===== src/rtl/axil_pkg.sv =====
// Shared types for the AXI-Lite command master: response codes, write FSM
// states and the command record carried through the command FIFO.
// No logic; imported by the master and its testbench-facing interface users.
package axil_pkg;

  typedef enum logic [1:0] {
    OKAY   = 2'd0,
    EXOKAY = 2'd1,
    SLVERR = 2'd2,
    DECERR = 2'd3
  } axil_resp_e;

  typedef enum logic [1:0] {
    IDLE,
    ADDR,
    DATA,
    RESP
  } axil_wr_state_e;

  typedef struct packed {
    logic [31:0] addr;
    logic [31:0] data;
  } axil_cmd_t;

endpackage


===== src/rtl/axil_if.sv =====
// AXI-Lite bundle (32-bit address and data) shared by the command master and
// the peripheral register slaves. No logic; master and slave views only.
interface AXI_LITE;
  logic [31:0] awaddr;
  logic [2:0]  awprot;
  logic        awvalid;
  logic        awready;
  logic [31:0] wdata;
  logic [3:0]  wstrb;
  logic        wlast;
  logic        wvalid;
  logic        wready;
  logic [1:0]  bresp;
  logic        bvalid;
  logic        bready;
  logic [31:0] araddr;
  logic [2:0]  arprot;
  logic        arvalid;
  logic        arready;
  logic [31:0] rdata;
  logic [1:0]  rresp;
  logic        rvalid;
  logic        rready;

  modport master (
    output awaddr, awprot, awvalid, input awready,
    output wdata, wstrb, wlast, wvalid, input wready,
    input  bresp, bvalid, output bready,
    output araddr, arprot, arvalid, input arready,
    input  rdata, rresp, rvalid, output rready
  );

  modport slave (
    input  awaddr, awprot, awvalid, output awready,
    input  wdata, wstrb, wlast, wvalid, output wready,
    output bresp, bvalid, input bready,
    input  araddr, arprot, arvalid, output arready,
    output rdata, rresp, rvalid, input rready
  );
endinterface


===== src/rtl/sync_fifo.sv =====
// Purpose: single-clock FIFO with registered full/empty flags and occupancy.
// Latency: a push is visible on empty/rd_data the cycle after it is written.
// Backpressure: pushes while full and pops while empty are ignored.
// Ports: aclk/aresetn; push + wr_data; pop; rd_data (head, show-ahead);
//        full, empty, count (0..DEPTH).
module sync_fifo #(
  parameter int unsigned WIDTH = 64,
  parameter int unsigned DEPTH = 4
) (
  input  logic                   aclk,
  input  logic                   aresetn,
  input  logic                   push,
  input  logic [WIDTH-1:0]       wr_data,
  input  logic                   pop,
  output logic [WIDTH-1:0]       rd_data,
  output logic                   full,
  output logic                   empty,
  output logic [$clog2(DEPTH):0] count
);
  localparam int unsigned AW = $clog2(DEPTH);
  localparam int unsigned CW = AW + 1;

  logic [WIDTH-1:0] mem_q [DEPTH];
  logic [AW-1:0]    wr_ptr_q, wr_ptr_d;
  logic [AW-1:0]    rd_ptr_q, rd_ptr_d;
  logic [CW-1:0]    count_q, count_d;
  logic             full_q, full_d;
  logic             empty_q, empty_d;
  logic             push_ok, pop_ok;

  assign push_ok = push && !full_q;
  assign pop_ok  = pop && !empty_q;

  // Pointers are exactly AW bits wide, so wrap modulo DEPTH is free.
  always_comb begin
    wr_ptr_d = wr_ptr_q;
    rd_ptr_d = rd_ptr_q;
    if (push_ok) wr_ptr_d = wr_ptr_q + 1'b1;
    if (pop_ok)  rd_ptr_d = rd_ptr_q + 1'b1;
    count_d = count_q + CW'(push_ok) - CW'(pop_ok);
    full_d  = (count_d == CW'(DEPTH));
    empty_d = (count_d == '0);
  end

  always_ff @(posedge aclk or negedge aresetn) begin
    if (!aresetn) begin
      wr_ptr_q <= '0;
      rd_ptr_q <= '0;
      count_q  <= '0;
      full_q   <= 1'b0;
      empty_q  <= 1'b1;
    end else begin
      wr_ptr_q <= wr_ptr_d;
      rd_ptr_q <= rd_ptr_d;
      count_q  <= count_d;
      full_q   <= full_d;
      empty_q  <= empty_d;
    end
  end

  // Storage needs no reset: entries are only read once written.
  always_ff @(posedge aclk) begin
    if (push_ok) mem_q[wr_ptr_q] <= wr_data;
  end

  assign rd_data = mem_q[rd_ptr_q];
  assign full    = full_q;
  assign empty   = empty_q;
  assign count   = count_q;
endmodule


===== src/rtl/axil_cmd_master.sv =====
// Purpose: queues addr/data write commands and issues one AXI-Lite write each.
// Latency: push at N -> awvalid at N+2; zero-wait slave -> rsp_valid 3 cycles later.
// Backpressure: cmd_ready is the registered not-full flag of the command FIFO.
// Ports: aclk/aresetn; cmd_valid/cmd_ready/cmd_addr/cmd_data command input;
//        rsp_valid/rsp_err/rsp_timeout completion strobe; busy; m_axi write master.
module axil_cmd_master
  import axil_pkg::*;
#(
  parameter int unsigned FIFO_DEPTH = 4,
  parameter int unsigned TIMEOUT    = 256
) (
  input  logic        aclk,
  input  logic        aresetn,
  input  logic        cmd_valid,
  output logic        cmd_ready,
  input  logic [31:0] cmd_addr,
  input  logic [31:0] cmd_data,
  output logic        rsp_valid,
  output logic        rsp_err,
  output logic        rsp_timeout,
  output logic        busy,
  AXI_LITE.master     m_axi
);
  localparam int unsigned CW = $clog2(FIFO_DEPTH) + 1;
  localparam int unsigned TW = $clog2(TIMEOUT);

  axil_cmd_t                    cmd_in, cmd_head;
  logic [$bits(axil_cmd_t)-1:0] fifo_rd_data;
  logic                         fifo_full, fifo_empty;
  logic [CW-1:0]                fifo_count, count_nxt;
  logic                         push, pop;

  axil_wr_state_e state_q, state_d;
  logic [TW-1:0]  tmo_cnt_q, tmo_cnt_d;
  logic [31:0]    awaddr_q, awaddr_d;
  logic [31:0]    wdata_q, wdata_d;
  logic           awvalid_q, awvalid_d;
  logic           wvalid_q, wvalid_d;
  logic           bready_q, bready_d;
  logic           rsp_valid_q, rsp_valid_d;
  logic           rsp_err_q, rsp_err_d;
  logic           rsp_timeout_q, rsp_timeout_d;
  logic           busy_q, busy_d;
  logic           phase_hs, tmo_hit;

  assign cmd_in.addr = cmd_addr;
  assign cmd_in.data = cmd_data;
  assign cmd_ready   = !fifo_full;
  assign push        = cmd_valid && cmd_ready;
  assign cmd_head    = fifo_rd_data;

  sync_fifo #(
    .WIDTH ($bits(axil_cmd_t)),
    .DEPTH (FIFO_DEPTH)
  ) u_cmd_fifo (
    .aclk    (aclk),
    .aresetn (aresetn),
    .push    (push),
    .wr_data (cmd_in),
    .pop     (pop),
    .rd_data (fifo_rd_data),
    .full    (fifo_full),
    .empty   (fifo_empty),
    .count   (fifo_count)
  );

  always_comb begin
    state_d       = state_q;
    pop           = 1'b0;
    awaddr_d      = awaddr_q;
    wdata_d       = wdata_q;
    rsp_valid_d   = 1'b0;
    rsp_err_d     = 1'b0;
    rsp_timeout_d = 1'b0;
    phase_hs      = 1'b0;
    tmo_hit       = (tmo_cnt_q == TW'(TIMEOUT - 1));

    unique case (state_q)
      IDLE: begin
        if (!fifo_empty) begin
          pop      = 1'b1;
          awaddr_d = cmd_head.addr;
          wdata_d  = cmd_head.data;
          state_d  = ADDR;
        end
      end
      ADDR: begin
        phase_hs = awvalid_q && m_axi.awready;
        if (phase_hs) state_d = DATA;
      end
      // wvalid only rises after the address handshake: slaves rely on it.
      DATA: begin
        phase_hs = wvalid_q && m_axi.wready;
        if (phase_hs) state_d = RESP;
      end
      RESP: begin
        phase_hs = bready_q && m_axi.bvalid;
        if (phase_hs) begin
          state_d     = IDLE;
          rsp_valid_d = 1'b1;
          rsp_err_d   = (axil_resp_e'(m_axi.bresp) != OKAY);
        end
      end
      default: state_d = IDLE;
    endcase

    // A slave that ignores an unmapped address never handshakes; give up
    // after TIMEOUT cycles in any one phase and report it.
    if (state_q != IDLE && !phase_hs && tmo_hit) begin
      state_d       = IDLE;
      rsp_valid_d   = 1'b1;
      rsp_err_d     = 1'b1;
      rsp_timeout_d = 1'b1;
    end

    tmo_cnt_d = (state_d != state_q || state_q == IDLE) ? '0 : tmo_cnt_q + 1'b1;

    // Channel controls are flops loaded from the next state, so nothing on
    // the AXI inputs reaches an AXI output combinationally.
    awvalid_d = (state_d == ADDR);
    wvalid_d  = (state_d == DATA);
    bready_d  = (state_d == RESP);

    count_nxt = fifo_count + CW'(push) - CW'(pop);
    busy_d    = (count_nxt != '0) || (state_d != IDLE);
  end

  always_ff @(posedge aclk or negedge aresetn) begin
    if (!aresetn) begin
      state_q       <= IDLE;
      tmo_cnt_q     <= '0;
      awaddr_q      <= '0;
      wdata_q       <= '0;
      awvalid_q     <= 1'b0;
      wvalid_q      <= 1'b0;
      bready_q      <= 1'b0;
      rsp_valid_q   <= 1'b0;
      rsp_err_q     <= 1'b0;
      rsp_timeout_q <= 1'b0;
      busy_q        <= 1'b0;
    end else begin
      state_q       <= state_d;
      tmo_cnt_q     <= tmo_cnt_d;
      awaddr_q      <= awaddr_d;
      wdata_q       <= wdata_d;
      awvalid_q     <= awvalid_d;
      wvalid_q      <= wvalid_d;
      bready_q      <= bready_d;
      rsp_valid_q   <= rsp_valid_d;
      rsp_err_q     <= rsp_err_d;
      rsp_timeout_q <= rsp_timeout_d;
      busy_q        <= busy_d;
    end
  end

  assign rsp_valid   = rsp_valid_q;
  assign rsp_err     = rsp_err_q;
  assign rsp_timeout = rsp_timeout_q;
  assign busy        = busy_q;

  assign m_axi.awaddr  = awaddr_q;
  assign m_axi.awprot  = 3'b000;
  assign m_axi.awvalid = awvalid_q;
  assign m_axi.wdata   = wdata_q;
  assign m_axi.wstrb   = 4'hF;
  assign m_axi.wlast   = 1'b1;
  assign m_axi.wvalid  = wvalid_q;
  assign m_axi.bready  = bready_q;
  // Write-only master: read channels held inactive.
  assign m_axi.araddr  = '0;
  assign m_axi.arprot  = 3'b000;
  assign m_axi.arvalid = 1'b0;
  assign m_axi.rready  = 1'b0;
endmodule


===== src/flat_wrapper.sv =====
// flat-port wrapper written by rule: the top's interface ports become plain ports
module axil_cmd_master_flat import axil_pkg::*;
#(
  parameter int unsigned FIFO_DEPTH = 4,
  parameter int unsigned TIMEOUT    = 256
)
  (aclk, aresetn, cmd_valid, cmd_ready, cmd_addr, cmd_data, rsp_valid, rsp_err, rsp_timeout, busy, m_axi_awaddr, m_axi_awprot, m_axi_awvalid, m_axi_awready, m_axi_wdata, m_axi_wstrb, m_axi_wlast, m_axi_wvalid, m_axi_wready, m_axi_bresp, m_axi_bvalid, m_axi_bready, m_axi_araddr, m_axi_arprot, m_axi_arvalid, m_axi_arready, m_axi_rdata, m_axi_rresp, m_axi_rvalid, m_axi_rready);
  AXI_LITE m_axi_i ();
  input  logic aclk;
  input  logic aresetn;
  input  logic cmd_valid;
  output logic cmd_ready;
  input  logic [31:0] cmd_addr;
  input  logic [31:0] cmd_data;
  output logic rsp_valid;
  output logic rsp_err;
  output logic rsp_timeout;
  output logic busy;
  output wire logic [$bits(m_axi_i.awaddr)-1:0] m_axi_awaddr;
  output wire logic [$bits(m_axi_i.awprot)-1:0] m_axi_awprot;
  output wire logic [$bits(m_axi_i.awvalid)-1:0] m_axi_awvalid;
  input wire logic [$bits(m_axi_i.awready)-1:0] m_axi_awready;
  output wire logic [$bits(m_axi_i.wdata)-1:0] m_axi_wdata;
  output wire logic [$bits(m_axi_i.wstrb)-1:0] m_axi_wstrb;
  output wire logic [$bits(m_axi_i.wlast)-1:0] m_axi_wlast;
  output wire logic [$bits(m_axi_i.wvalid)-1:0] m_axi_wvalid;
  input wire logic [$bits(m_axi_i.wready)-1:0] m_axi_wready;
  input wire logic [$bits(m_axi_i.bresp)-1:0] m_axi_bresp;
  input wire logic [$bits(m_axi_i.bvalid)-1:0] m_axi_bvalid;
  output wire logic [$bits(m_axi_i.bready)-1:0] m_axi_bready;
  output wire logic [$bits(m_axi_i.araddr)-1:0] m_axi_araddr;
  output wire logic [$bits(m_axi_i.arprot)-1:0] m_axi_arprot;
  output wire logic [$bits(m_axi_i.arvalid)-1:0] m_axi_arvalid;
  input wire logic [$bits(m_axi_i.arready)-1:0] m_axi_arready;
  input wire logic [$bits(m_axi_i.rdata)-1:0] m_axi_rdata;
  input wire logic [$bits(m_axi_i.rresp)-1:0] m_axi_rresp;
  input wire logic [$bits(m_axi_i.rvalid)-1:0] m_axi_rvalid;
  output wire logic [$bits(m_axi_i.rready)-1:0] m_axi_rready;
  assign m_axi_awaddr = m_axi_i.awaddr;
  assign m_axi_awprot = m_axi_i.awprot;
  assign m_axi_awvalid = m_axi_i.awvalid;
  assign m_axi_i.awready = m_axi_awready;
  assign m_axi_wdata = m_axi_i.wdata;
  assign m_axi_wstrb = m_axi_i.wstrb;
  assign m_axi_wlast = m_axi_i.wlast;
  assign m_axi_wvalid = m_axi_i.wvalid;
  assign m_axi_i.wready = m_axi_wready;
  assign m_axi_i.bresp = m_axi_bresp;
  assign m_axi_i.bvalid = m_axi_bvalid;
  assign m_axi_bready = m_axi_i.bready;
  assign m_axi_araddr = m_axi_i.araddr;
  assign m_axi_arprot = m_axi_i.arprot;
  assign m_axi_arvalid = m_axi_i.arvalid;
  assign m_axi_i.arready = m_axi_arready;
  assign m_axi_i.rdata = m_axi_rdata;
  assign m_axi_i.rresp = m_axi_rresp;
  assign m_axi_i.rvalid = m_axi_rvalid;
  assign m_axi_rready = m_axi_i.rready;
  axil_cmd_master #(.FIFO_DEPTH(FIFO_DEPTH), .TIMEOUT(TIMEOUT)) u_core (.aclk(aclk), .aresetn(aresetn), .cmd_valid(cmd_valid), .cmd_ready(cmd_ready), .cmd_addr(cmd_addr), .cmd_data(cmd_data), .rsp_valid(rsp_valid), .rsp_err(rsp_err), .rsp_timeout(rsp_timeout), .busy(busy), .m_axi(m_axi_i));
endmodule

===== config.mk =====
export PLATFORM = sky130hd
export DESIGN_NAME = axil_cmd_master_flat
export DESIGN_NICKNAME = d
export VERILOG_FILES = /design/src/rtl/axil_pkg.sv /design/src/rtl/axil_if.sv /design/src/rtl/sync_fifo.sv /design/src/rtl/axil_cmd_master.sv /design/src/flat_wrapper.sv
export SDC_FILE = /design/constraint.sdc
export NUM_CORES = 1
export LEC_CHECK = 0
export CORE_ASPECT_RATIO = 1.25
export CORE_MARGIN = 2
export CORE_UTILIZATION = 50
export DETAILED_ROUTE_END_ITERATION = 10
export PLACE_DENSITY = 0.83
export SETUP_SLACK_MARGIN = 0.5
export SLEW_MARGIN = 20
export SYNTH_ARGS = -nofsm -noshare
export SYNTH_HDL_FRONTEND = slang
export SYNTH_SLANG_ARGS = --single-unit

===== constraint.sdc =====
create_clock -name aclk -period 3.3 [get_ports aclk]
set_input_delay 0.66 -clock aclk [delete_from_list [all_inputs] [get_ports aclk]]
set_output_delay 0.66 -clock aclk [all_outputs]
set_load 0.01 [all_outputs]

==> results.toml <==
[status]
status = "completed"

[synthesis]
synthSimpleGateAreaFrac = 0.0200
synth_seq_area_share = 0.755
synth-xor-area-share = 0.00732
synth_compound_area_frac = 0.00627
synth_top_family_by_area = "multiplexers"
synth_fa_ha_area_frac = 0.00817
synth_cell_types = 37
synth.mux.area_fraction = 0.164
syn_avg_cell_area_um2 = 21.2
syn-instance-count = 621
synth-seq-cells = 346
ys_warn_count = 0
syn_area_um2 = 13200

[timing]
worst_pin_slew_ns = 1.03
totalNegativeSetupSlack_ns = 0
fin_crit_sh = 0.712
hold_viol_final = 0
min_period_ns = 2.35
rsz0062_at_grt = "false"
skew_ns = 0.0121
setup_viol = 0
maxSlewViolCount = 0
worst_slack_ns = 0.951
fmax_mhz = 426
slew_headroom = 0.316

[placed_design]
dp_cells = 1093
place_ws_ns = 0.436
hpwl_mm = 13.4
port_buffers = 143
place_congestion = 0.724

[floorplanning]
pin_count = 225
core_area_um2 = 25900
initial_utilization = 0.508
die-area_um2 = 27700
row_count = 66
die_h_um = 185
fp.dieW_um = 149

[final_layout]
layout-drive-gt1-share = 0.247
stdcell_count = 1155
area_delta_synth_final_pct = 21.4
mostFrequentLayoutCells = "edfxtp_1, clkdlybuf4s50_1, dfrtp_1"
nets = 905
nFillCells = 1790
finalCoreUtilization = 0.617
layout_commonest_cell = "edfxtp_1"

[cts]
post_cts.repair.setup_buffers = 0
cts_tree = "built"
cts_buffers = 34
htreeDepth = 2
postCtsHoldBufs = 0
insertion_delay_ns = 0.49
post_cts_resized = 0
clk_pin_slew_ns = 0.06
clk_path_buf_depth = 3
cts_sinks = 346
cts_root_buffer = "clkbuf_16"

[global_routing]
grt_pass1_wl_mm = 35.1
grt.overflow.total = 0
grt_pass1_vias = 6310
antenna_found_initial = 1
grt_max_degree = 68
grtUsageTotal = 0.168

[pwr]
p_per_area_nw_per_um2 = 899
p_leak_nw = 5.62
ir_drop_v = 0.000610
power_mw = 14.4

[flow_run]
maxCapViolations = 0

[worst_hold_path]
hold_class = "in -> async"

[critical_path]
regToRegStartpoint = "u_core.state_q[0]"
crit_path_end_kind = "flop"
cp-startpoint = "cmd_valid"
cp_data_arrival_time_ns = 2.72
critical_path_class = "in -> reg"
cp-start-kind = "input pin"
crit_required_ns = 3.67
crit_fanout = 3

[route]
vias = 6011
wl_per_cell_um = 19.5
viasPerCell = 5.20
dr.pass1.iters = 4
ant_nets = 0
drc = 0
routed_wl_mm = 22.6
first_iter_violations = 274
-- cell type report --
| type | count | area [um2] | share of cell area |
|---|---|---|---|
| clock inverters | 14 | 149 | 0.00931 |
| well taps | 340 | 425 | 0.0266 |
| repair buffers | 156 | 1600 | 0.100 |
| inverters | 8 | 30.0 | 0.00188 |
| clock buffers | 47 | 941 | 0.0589 |
| flip-flops and latches | 346 | 9950 | 0.622 |
| diodes | 1 | 2.50 | 0.000157 |
| multi-input cells | 243 | 2890 | 0.181 |
-- logic make-up (layout without fill, tap and decap cells) --
logic type	Yosys count	in the layout
flops	346	346
mux	128	128
buf+inv	75	225
simple gates	42	42
xor+xnor	11	11
compound gates	9	9
fa+ha+maj	8	8
other cells	2	46
-- metrics by stage --
stage                     hold WS (ns)  cell area (um2)
after floorplan                  0.364            13300
after global routing             0.217            16000
final                            0.178            16000
after detailed placement         0.445            14900
after global placement           0.438            14900
after CTS                        0.195            16000
-- metal layers --
| layer | part of all wire | routed length [um] | GRT usage | up-vias |
|---|---|---|---|---|
| li1 | - | - | - | 2686 |
| met1 | 0.39 | 8840 | 0.213 | 3111 |
| met2 | 0.54 | 12100 | 0.297 | 177 |
| met3 | 0.051 | 1160 | 0.0326 | 37 |
| met4 | 0.021 | 465 | 0.0491 | 0 |
| met5 | 0 | 0 | 0 | - |
-- cells in the mapped netlist (all sizes together) --
cell / count / area, um2
nor2: 11 / 41.3
nor2b: 1 / 6.26
nand4b: 1 / 23.8
and3: 3 / 18.8
o21bai: 1 / 7.51
edfxtp: 256 / 7690
conb: 2 / 7.51
nand3: 3 / 15.0
nand2: 5 / 18.8
nand4: 2 / 12.5
o31ai: 1 / 7.51
a311oi: 1 / 15.0
nand2b: 1 / 6.26
dfrtp: 89 / 2230
inv: 8 / 30.0
o32ai: 1 / 27.5
xor2: 7 / 61.3
clkbuf: 4 / 15.0
ha: 7 / 87.6
mux2: 64 / 721
nand3b: 1 / 7.51
and4b: 1 / 10.0
buf: 63 / 465
a21oi: 2 / 10.0
o21ai: 3 / 15.0
nor3: 4 / 42.5
and2: 6 / 37.5
dfstp: 1 / 26.3
fa: 1 / 20.0
xnor2: 4 / 35.0
mux4: 64 / 1440
nor3b: 3 / 22.5
-- path summary, 6_finish.rpt --
| kind | end | slack, ns | cells after the start |
|---|---|---|---|
| max | u_core.busy | 0.95 | 9 |
| max in group asynchronous | u_core.u_cmd_fifo.empty | 2.38 | 2 |
| min reg2reg | u_core.tmo_cnt_q[0] | 0.45 | 1 |
| min in group aclk | u_core.tmo_cnt_q[0] | 0.45 | 1 |
| max reg2reg | u_core.busy | 1.19 | 7 |
| min | u_core.tmo_cnt_q[3] | 0.18 | 1 |
-- sequential cells by signal (all words and copies together), names as in the netlist --
| signal | flops |
|---|---|
| u_core.m_axi.awaddr | 32 |
| u_core.m_axi.bready | 1 |
| u_core.m_axi.awvalid | 1 |
| u_core.u_cmd_fifo.count | 3 |
| u_core.m_axi.wdata | 32 |
| u_core.u_cmd_fifo.mem_q | 256 |
| u_core.u_cmd_fifo.rd_ptr_q | 2 |
| u_core.rsp_timeout | 1 |
| u_core.state_q | 2 |
| u_core.rsp_valid | 1 |
| u_core.u_cmd_fifo.wr_ptr_q | 2 |
| u_core.m_axi.wvalid | 1 |
| u_core.u_cmd_fifo.empty | 1 |
| u_core.u_cmd_fifo.full | 1 |
| u_core.busy | 1 |
| u_core.tmo_cnt_q | 8 |
| u_core.rsp_err | 1 |
-- critical path, stage by stage --
cell and delay (ns):
clkdlybuf4s50_1 0.47, nor2b_1 0.17, inv_1 0.06, ha_1 0.27, inv_1 0.03, ha_1 0.18, fa_1 0.48, nor3_1 0.28
o21ai_1 0.11
-- power by group --
part | switching (mW) | internal [mW] | leakage (nW)
clock network | 1.52 | 2.23 | 0.527
logic | 1.69 | 2.40 | 1.68
registers | 0.677 | 5.86 | 3.41
(Power assumes the default switching activity.)
